## src/rtl/d_cmp_seq_if.sv

```systemverilog
// +-----------------------------------------------------------------------+
// | Module   : d_cmp_seq_if                                               |
// | Desc     : Request/operand/result bundle for the D-stage comparator   |
// |            sequencer.                                                 |
// | Revision : 1.0 - initial release                                      |
// +-----------------------------------------------------------------------+
`default_nettype none

interface d_cmp_seq_if #(
   parameter int WIDTH = 32
);
   logic             D_Start;
   logic             D_Flush;
   logic [WIDTH-1:0] D_RD1;
   logic [WIDTH-1:0] D_RD2;
   logic             D_Busy;
   logic             D_Done;
   logic             D_Zero;
   logic             D_Flag;

   modport master (
      output D_Start, D_Flush, D_RD1, D_RD2,
      input  D_Busy, D_Done, D_Zero, D_Flag
   );

   modport slave (
      input  D_Start, D_Flush, D_RD1, D_RD2,
      output D_Busy, D_Done, D_Zero, D_Flag
   );
endinterface

`default_nettype wire

```

## src/rtl/d_cmp_seq.sv

```systemverilog
// +-----------------------------------------------------------------------+
// | Module   : d_cmp_seq                                                  |
// | Desc     : Multi-cycle D-stage branch-condition sequencer: equality   |
// |            plus popcount-divisibility flag via slice scan + divider.  |
// |            Optional macro D_CMP_EARLY_EXIT_EN ends the scan once the   |
// |            remaining upper operand bits are all zero.                 |
// | Revision : 1.0 - initial release                                      |
// +-----------------------------------------------------------------------+
`default_nettype none

module d_cmp_seq #(
   parameter int WIDTH = 32,
   parameter int SLICE = 4
) (
   input  wire logic    clk,
   input  wire logic    reset,
   d_cmp_seq_if.slave   bus
);

   localparam int NSLICE = WIDTH / SLICE;
   localparam int CW     = $clog2(WIDTH) + 1;
   localparam int IW     = (NSLICE > 1) ? $clog2(NSLICE) : 1;

   localparam logic [CW-1:0] C_WIDTH = CW'(WIDTH);
   localparam logic [IW-1:0] C_LAST  = IW'(NSLICE - 1);

   typedef enum logic [1:0] {
      S_IDLE = 2'd0,
      S_SCAN = 2'd1,
      S_DIV  = 2'd2,
      S_DONE = 2'd3
   } state_t;

   state_t           r_state, w_state_nxt;
   logic [WIDTH-1:0] r_rd1,   w_rd1_nxt;
   logic             r_eq,    w_eq_nxt;
   logic [CW-1:0]    r_cnt,   w_cnt_nxt;
   logic [CW-1:0]    r_rem,   w_rem_nxt;
   logic [IW-1:0]    r_idx,   w_idx_nxt;
   logic             r_zero,  w_zero_nxt;
   logic             r_flag,  w_flag_nxt;

   logic [SLICE-1:0] w_slice;
   logic [CW-1:0]    w_pop;
   logic [CW-1:0]    w_scan_cnt;
   logic             w_scan_end;

   always_comb begin
      w_slice = r_rd1[int'(r_idx)*SLICE +: SLICE];
      w_pop   = '0;
      for (int b = 0; b < SLICE; b++) begin
         w_pop = w_pop + CW'(w_slice[b]);
      end
      w_scan_cnt = r_cnt + w_pop;
   end

`ifdef D_CMP_EARLY_EXIT_EN
   logic w_upper_zero;
   // Nothing left to count once every bit above the current slice is clear.
   assign w_upper_zero = ((r_rd1 >> ((int'(r_idx) + 1) * SLICE)) == '0);
   assign w_scan_end   = (r_idx == C_LAST) || w_upper_zero;
`else
   assign w_scan_end   = (r_idx == C_LAST);
`endif

   always_comb begin
      w_state_nxt = r_state;
      w_rd1_nxt   = r_rd1;
      w_eq_nxt    = r_eq;
      w_cnt_nxt   = r_cnt;
      w_rem_nxt   = r_rem;
      w_idx_nxt   = r_idx;
      w_zero_nxt  = r_zero;
      w_flag_nxt  = r_flag;

      if (bus.D_Flush) begin
         w_state_nxt = S_IDLE;
      end else begin
         case (r_state)
            S_IDLE, S_DONE: begin
               if (bus.D_Start) begin
                  w_rd1_nxt   = bus.D_RD1;
                  w_eq_nxt    = (bus.D_RD1 == bus.D_RD2);
                  w_cnt_nxt   = '0;
                  w_idx_nxt   = '0;
                  w_state_nxt = S_SCAN;
               end else begin
                  w_state_nxt = S_IDLE;
               end
            end
            S_SCAN: begin
               w_cnt_nxt = w_scan_cnt;
               w_idx_nxt = r_idx + 1'b1;
               if (w_scan_end) begin
                  if (w_scan_cnt == '0) begin
                     w_flag_nxt  = 1'b0;
                     w_zero_nxt  = r_eq;
                     w_state_nxt = S_DONE;
                  end else begin
                     w_rem_nxt   = C_WIDTH - w_scan_cnt;
                     w_state_nxt = S_DIV;
                  end
               end
            end
            S_DIV: begin
               // Repeated subtraction; a zero remainder means cnt divides WIDTH-cnt.
               if (r_rem >= r_cnt) begin
                  w_rem_nxt = r_rem - r_cnt;
               end else begin
                  w_flag_nxt  = (r_rem == '0);
                  w_zero_nxt  = r_eq;
                  w_state_nxt = S_DONE;
               end
            end
            default: w_state_nxt = S_IDLE;
         endcase
      end
   end

   always_ff @(posedge clk or negedge reset) begin
      if (!reset) begin
         r_state <= S_IDLE;
         r_rd1   <= '0;
         r_eq    <= 1'b0;
         r_cnt   <= '0;
         r_rem   <= '0;
         r_idx   <= '0;
         r_zero  <= 1'b0;
         r_flag  <= 1'b0;
      end else begin
         r_state <= w_state_nxt;
         r_rd1   <= w_rd1_nxt;
         r_eq    <= w_eq_nxt;
         r_cnt   <= w_cnt_nxt;
         r_rem   <= w_rem_nxt;
         r_idx   <= w_idx_nxt;
         r_zero  <= w_zero_nxt;
         r_flag  <= w_flag_nxt;
      end
   end

   assign bus.D_Busy = (r_state == S_SCAN) || (r_state == S_DIV);
   assign bus.D_Done = (r_state == S_DONE);
   assign bus.D_Zero = r_zero;
   assign bus.D_Flag = r_flag;

endmodule

`default_nettype wire

```

## src/flat_wrapper.sv

```systemverilog
// flat-port wrapper written by rule: the top's interface ports become plain ports
module d_cmp_seq_flat 
#(
   parameter int WIDTH = 32,
   parameter int SLICE = 4
)
  (clk, reset, bus_D_Start, bus_D_Flush, bus_D_RD1, bus_D_RD2, bus_D_Busy, bus_D_Done, bus_D_Zero, bus_D_Flag);
  d_cmp_seq_if #(.WIDTH(WIDTH)) bus_i ();
  input  wire logic clk;
  input  wire logic reset;
  input wire logic [$bits(bus_i.D_Start)-1:0] bus_D_Start;
  input wire logic [$bits(bus_i.D_Flush)-1:0] bus_D_Flush;
  input wire logic [$bits(bus_i.D_RD1)-1:0] bus_D_RD1;
  input wire logic [$bits(bus_i.D_RD2)-1:0] bus_D_RD2;
  output wire logic [$bits(bus_i.D_Busy)-1:0] bus_D_Busy;
  output wire logic [$bits(bus_i.D_Done)-1:0] bus_D_Done;
  output wire logic [$bits(bus_i.D_Zero)-1:0] bus_D_Zero;
  output wire logic [$bits(bus_i.D_Flag)-1:0] bus_D_Flag;
  assign bus_i.D_Start = bus_D_Start;
  assign bus_i.D_Flush = bus_D_Flush;
  assign bus_i.D_RD1 = bus_D_RD1;
  assign bus_i.D_RD2 = bus_D_RD2;
  assign bus_D_Busy = bus_i.D_Busy;
  assign bus_D_Done = bus_i.D_Done;
  assign bus_D_Zero = bus_i.D_Zero;
  assign bus_D_Flag = bus_i.D_Flag;
  d_cmp_seq #(.WIDTH(WIDTH), .SLICE(SLICE)) u_core (.clk(clk), .reset(reset), .bus(bus_i));
endmodule
```

## config.mk

```make
export PLATFORM = sky130hd
export DESIGN_NAME = d_cmp_seq_flat
export DESIGN_NICKNAME = d
export VERILOG_FILES = /design/src/rtl/d_cmp_seq_if.sv /design/src/rtl/d_cmp_seq.sv /design/src/flat_wrapper.sv
export SDC_FILE = /design/constraint.sdc
export NUM_CORES = 1
export LEC_CHECK = 0
export CORE_AREA = 2 2 91 93
export DETAILED_ROUTE_END_ITERATION = 10
export DIE_AREA = 0 0 93 95
export DONT_BUFFER_PORTS = 1
export PLACE_DENSITY = 0.61
export SYNTH_ARGS = -nofsm -noshare
export SYNTH_HDL_FRONTEND = slang
export SYNTH_SLANG_ARGS = --single-unit
```

## constraint.sdc

```tcl
create_clock -name clk -period 5.53 [get_ports clk]
set_clock_uncertainty 0.1 [all_clocks]
set_input_delay 1.106 -clock clk [delete_from_list [all_inputs] [get_ports clk]]
set_output_delay 1.106 -clock clk [all_outputs]
set_load 0.1 [all_outputs]
```

==> flow_summary.ini, run 1 <==
[routing]
highest_layer = met4
vias = 2308
wl_met3_um = 417
m1WireLength_um = 3407
wirelength_um = 7388
drc = 0
detail-route-antenna-nets = 0
routedWlPerCell_um = 17.85
vias_per_cell = 5.575
drtIter0Drc = 67
routed-wl-met2_um = 3477
first_pass_iters = 4

[synthesis]
ys_types = 50
synth_top_cell_area_share = 0.3760
yosysWarningCount = 0
synth_area_leaders = dfrtp_1 38%, mux2_2 12%, ha_1 6.1%
ys_seq_elements = 52
synthArstFlopShare = 1.000
synth_edf_count = 0
synth_area_um2 = 3461
yosys.area.top_type = dfrtp_1
syn_inst = 312
ys_seq_area_frac = 0.3760
synth.avg_cell_area_um2 = 11.09
synth_nets = 400
yosys_most_used_dff = dfrtp_1

[cts]
ctsResizeCount = 0
numClockSinks = 52
cts-buffers-inserted = 5
clk_path_buf_depth = 2
path_clk_slew_ns = 0.10
clock_latency_ns = 0.31
cts_setup_buffers = 0
cts_tree = done
hold_buffers = 0
htreeDepth = 2
cts.root.buffer_cell = clkbuf_8

[die]
coreArea_um2 = 7928
dieArea_um2 = 8835
row_count = 33
die_y_um = 95
pin_count = 72
fp.dieW_um = 93
start_util = 0.4366

[critical_path]
crit_type = flop to flop
worstPathMaxFanout = 11
crit_family = adder cells
critPathArrivalTime_ns = 4.97
critical_path.max_stage_delay_ns = 0.72
cp-start-kind = flop
endpoint_kind = flop
cpMaxStageDelayCell = dfrtp_1
cp_num_buf_inv = 1
crit_chain = mux4_2, mux2_2, ha_1, fa_1, ha_1, inv_1, fa_1, xor2_2, and3_1, mux2i_1, and3b_2, or3_1, mux2_4
critical_path_required_ns = 5.63

[placed_design]
dpl.hpwl_um = 5698
dp_cells = 407
post_dp_cell_area_um2 = 3542
io_buffer_count = 0
dp_worst_setup_slack_ns = 0.6297
routabilityCongestion = 0.8338

[timing]
slew_headroom = 0.3457
hold_slack_ns = 0.3729
rsz0062_at_grt = false
max_freq_mhz = 205.4
tns_ns = 0
drv_slew = 0
timing.final.crit_share = 0.8803
layout_setup_ws_ns = 0.6617
setup_viol = 0
hold_viol = 0
period_minus_slack_ns = 4.868
worstMarginPinSlew_ns = 0.9840

[pwr]
cellLeakagePower_nw = 1.493
p_per_area_nw_per_um2 = 693.5
power_frac_comb = 0.637
clkPwrFrac = 0.093
p_seq_frac = 0.270
ir_drop_mv = 0.2979
switchingPower_mw = 1.093
p_int_mw = 1.426
fin_total_pwr_mw = 2.520
switching_share = 0.4339

[final_layout]
utilization = 0.4583
diodes = 0
drive_gt1_frac = 0.2168
synthToLayoutAreaGrowth_pct = 4.989
final_net_count = 397
finalNonFillerCells = 414
final_area_um2 = 3633

[grt]
antenna_found_initial = 0
grt_use_total = 0.1835
grt_pass1_vias = 2462
grt_pass1_wl_um = 12520
grt_max_degree = 53
grt-ovfl-total = 0

[job]
drv_cap = 0

[worst_hold_path]
hold_class = input port to asynchronous set/reset pin

[run_status]
outcome = finished, final reports clean
[cell families (layout without fill, tap and decap cells)]
family / Yosys count / after routing / share of synthesized area
compound gates: 42 / 42 / 0.08026
xor+xnor: 37 / 37 / 0.09581
fa+ha+maj: 20 / 20 / 0.07881
buf+inv: 27 / 24 / 0.03398
flops: 52 / 52 / 0.3760
mux: 59 / 59 / 0.2213
simple gates: 75 / 75 / 0.1139
[synth_stat cells (6+ instances only)]
cell and count:
a21oi_1 6, clkbuf_1 8, dfrtp_1 52, ha_1 17
inv_1 14, mux2_2 37, mux2i_1 6, mux4_2 8
nand2_1 16, nor2_1 18, nor3_1 7, nor4_1 7
o21ai_0 12, xnor2_1 18, xor2_1 18
[worst reg2reg max path, delay by kind of cell (launching register included)]
family,cells,cell delay (ns)
XOR/XNOR,1,0.24
adder cells (fa/ha/maj),4,1.43
buffers and inverters,1,0.06
flip-flops,1,0.72
multiplexers,4,1.36
AND/OR/NAND/NOR,3,0.87
[sequential cells by signal, indices dropped and copies added, names as in the netlist]
name               cells
u_core.bus.D_Flag      1
u_core.bus.D_Zero      1
u_core.r_cnt           6
u_core.r_eq            1
u_core.r_idx           3
u_core.r_rd1          32
u_core.r_rem           6
u_core.r_state         2
[path summary, 6_finish.rpt]
check / startpoint / end / slack (ns) / depth (start not counted)
worst min register to register: u_core.r_rd1[25]$_DFFE_PN0P_ / u_core.r_rd1[25]$_DFFE_PN0P_ / 0.41 / 1
min in group clk: u_core.r_rd1[25]$_DFFE_PN0P_ / u_core.r_rd1[25]$_DFFE_PN0P_ / 0.41 / 1
worst max register to register: u_core.r_idx[0]$_DFFE_PN0P_ / u_core.r_rem[5]$_DFFE_PN0P_ / 0.66 / 13
worst min-delay path: reset / u_core.bus.D_Flag$_DFFE_PN0P_ / 0.37 / 0
worst max-delay path: u_core.r_idx[0]$_DFFE_PN0P_ / u_core.r_rem[5]$_DFFE_PN0P_ / 0.66 / 13
max in group asynchronous: reset / u_core.r_rd1[1]$_DFFE_PN0P_ / 4.85 / 0
[area by class of cell]
| cell class | instances | area (um^2) |
|---|---|---|
| inverter | 16 | 60.06 |
| timing repair buffer | 1 | 7.507 |
| clock buffer | 6 | 82.58 |
| multi-input combinational | 233 | 2042 |
| tap | 105 | 131.4 |
| clock inverter | 1 | 8.758 |
| fill | 761 | 4294 |
| sequential | 52 | 1301 |
[power groups by stage]
stage | clock network [mW] | registers (mW) | logic [mW]
floorplan | 0 | 0.619 | 1.40
global placement | 0 | 0.693 | 1.56
detailed placement | 0 | 0.690 | 1.59
CTS | 0.238 | 0.683 | 1.60
global route | 0.256 | 0.704 | 1.81
finish | 0.234 | 0.680 | 1.61
[cells in the final DEF (no fill, tap or decap), types with 7 or more instances in the layout]
cell,netlist,final
dfrtp_1,52,52
mux2_2,37,37
nor2_1,18,18
xor2_1,18,18
xnor2_1,18,18
ha_1,17,17
nand2_1,16,16
inv_1,14,14
o21ai_0,12,12
mux4_2,8,8
nor3_1,7,7
nor4_1,7,7
[metal layers]
layer / vias to the layer above / track usage
li1: 1110 / -
met1: 1137 / 0.2368
met2: 53 / 0.3086
met3: 8 / 0.04789
met4: 0 / 0.04779
met5: - / 0
Note: power is estimated with default switching activity, not from simulation.
==> run 2, diff against run 1 <==
Settings changed: CORE_AREA 2 2 91 93 to 2 2 78 109, DIE_AREA 0 0 93 95 to 0 0 80 111, PLACE_DENSITY 0.61 to 0.6.
Clock period 5.53 ns to 5.5 ns, I/O delays scaled along.
==> flow_summary.ini, run 2 (synthesis gave the netlist of run 1 again) <==
[critical_path]
cp-start-kind = flop
endpoint_kind = flop
crit_type = flop to flop
critPathArrivalTime_ns = 4.93
critical_path.max_stage_delay_ns = 0.71
cpMaxStageDelayCell = dfrtp_1
crit_chain = mux4_2, mux2_2, ha_1, fa_1, ha_1, inv_1, fa_1, xor2_2, and3_1, mux2i_1, and3b_2, or3_1, mux2_4
critical_path_required_ns = 5.57
worstPathMaxFanout = 11

[job]
drv_cap = 0

[cts]
cts.root.buffer_cell = clkbuf_16
hold_buffers = 0
htreeDepth = 2
cts_tree = done
numClockSinks = 52
clk_path_buf_depth = 2
clock_latency_ns = 0.29
cts-buffers-inserted = 5
path_clk_slew_ns = 0.07
ctsResizeCount = 0
cts_setup_buffers = 0

[grt]
antenna_found_initial = 0
grt_pass1_wl_um = 12510
grt_use_total = 0.1827
grt-ovfl-total = 0
grt_max_degree = 53
grt_pass1_vias = 2543

[timing]
timing.final.crit_share = 0.8827
rsz0062_at_grt = false
period_minus_slack_ns = 4.855
max_freq_mhz = 206.0
setup_viol = 0
drv_slew = 0
worstMarginPinSlew_ns = 0.9616
slew_headroom = 0.3606
hold_viol = 0
tns_ns = 0

[final_layout]
largest_reg_flops = 32
largest_registers = u_core.r_rd1: 32 flops, u_core.r_cnt: 6 flops, u_core.r_rem: 6 flops
synthToLayoutAreaGrowth_pct = 6.327
layout_commonest_cell = dfrtp_1
final_area_um2 = 3680
drive_gt1_frac = 0.2168
top_register = u_core.r_rd1
diodes = 0
final_cell_mix = 52 x dfrtp_1, 37 x mux2_2, 18 x nor2_1, 18 x xor2_1, 18 x xnor2_1
final_net_count = 397
finalNonFillerCells = 411

[routing]
first_pass_iters = 4
wirelength_um = 7509
routedWlPerCell_um = 18.27
detail-route-antenna-nets = 0
drc = 0
drtIter0Drc = 107
vias = 2339
vias_per_cell = 5.691

[pwr]
switchingPower_mw = 1.105
clkPwrFrac = 0.119
ir_drop_mv = 0.2942
p_int_mw = 1.497
cellLeakagePower_nw = 1.512
switching_share = 0.4247
p_seq_frac = 0.266
p_per_area_nw_per_um2 = 707.0
power_frac_comb = 0.615

[die]
pin_count = 72
row_count = 39
die_y_um = 111
dieArea_um2 = 8880
coreArea_um2 = 8003
fp.dieW_um = 80
start_util = 0.4325

[worst_hold_path]
hold_class = input port to asynchronous set/reset pin

[placed_design]
dp_cells = 404
routabilityCongestion = 0.8083
io_buffer_count = 0
post_dp_cell_area_um2 = 3538
dpl.hpwl_um = 5966

[run_status]
outcome = finished, final reports clean
run 2: cell count changes in the layout (fill, tap and decap cells not counted):
cell	change
clkbuf_8	-6
clkbuf_16	+5
inv_6	+1
clkinvlp_4	+1
clkinv_4	-1
run 2: critical path: cells and delay by family (launching register included):
kind | cells | cell delay [ns]
xor+xnor | 1 | 0.22
flops | 1 | 0.71
fa+ha+maj | 4 | 1.42
buf+inv | 1 | 0.05
simple gates | 3 | 0.86
mux | 4 | 1.35
run 2: final timing paths:
kind | from | to | slack (ns) | depth (start not counted)
worst max-delay path | u_core.r_idx[0]$_DFFE_PN0P_ | u_core.r_rem[5]$_DFFE_PN0P_ | 0.65 | 13
worst min-delay path | reset | u_core.r_rem[0]$_DFFE_PN0P_ | 0.40 | 0
worst max register to register | u_core.r_idx[0]$_DFFE_PN0P_ | u_core.r_rem[5]$_DFFE_PN0P_ | 0.65 | 13
worst min register to register | u_core.r_rd1[15]$_DFFE_PN0P_ | u_core.r_rd1[15]$_DFFE_PN0P_ | 0.41 | 1
max in group asynchronous | reset | u_core.r_rd1[17]$_DFFE_PN0P_ | 4.79 | 0
min in group clk | u_core.r_rd1[15]$_DFFE_PN0P_ | u_core.r_rd1[15]$_DFFE_PN0P_ | 0.41 | 1
run 2: layout make-up:
| cell class | count | area (um^2) |
|---|---|---|
| fill | 776 | 4323 |
| multi-input combinational | 233 | 2042 |
| sequential | 52 | 1301 |
| tap | 102 | 127.6 |
| clock buffer | 5 | 125.1 |
| inverter | 16 | 60.06 |
| clock inverter | 2 | 16.27 |
| timing repair buffer | 1 | 7.507 |
run 2: layer usage:
layer / track usage / vias up / share of wire
met3: 0.03420 / 7 / 0.042
met2: 0.3406 / 57 / 0.57
met1: 0.2052 / 1166 / 0.38
met4: 0.05311 / 0 / 0.016
met5: 0 / - / 0
li1: - / 1109 / -
run 2: per-stage QoR:
step / utilization / hold WS, ns / setup WS (ns) / power (mW)
global placement: 0.4422 / 0.3871 / 0.7206 / 2.265
finish: 0.4598 / 0.3984 / 0.6453 / 2.601
floorplan: - / 0.3646 / 0.7246 / 2.030
detailed placement: 0.4422 / 0.3906 / 0.6143 / 2.298
global route: 0.4598 / 0.3879 / 0.3411 / 2.843
CTS: 0.4598 / 0.3936 / 0.6151 / 2.619
run 2: power groups by stage:
stage          Combinational [mW]  Clock [mW]  Sequential, mW
6_report                     1.60       0.311           0.691
5_1_grt                      1.80       0.328           0.715
4_1_cts                      1.61       0.317           0.693
3_5_place_dp                 1.60           0           0.702
3_3_place_gp                 1.57           0           0.699
2_1_floorplan                1.41           0           0.622
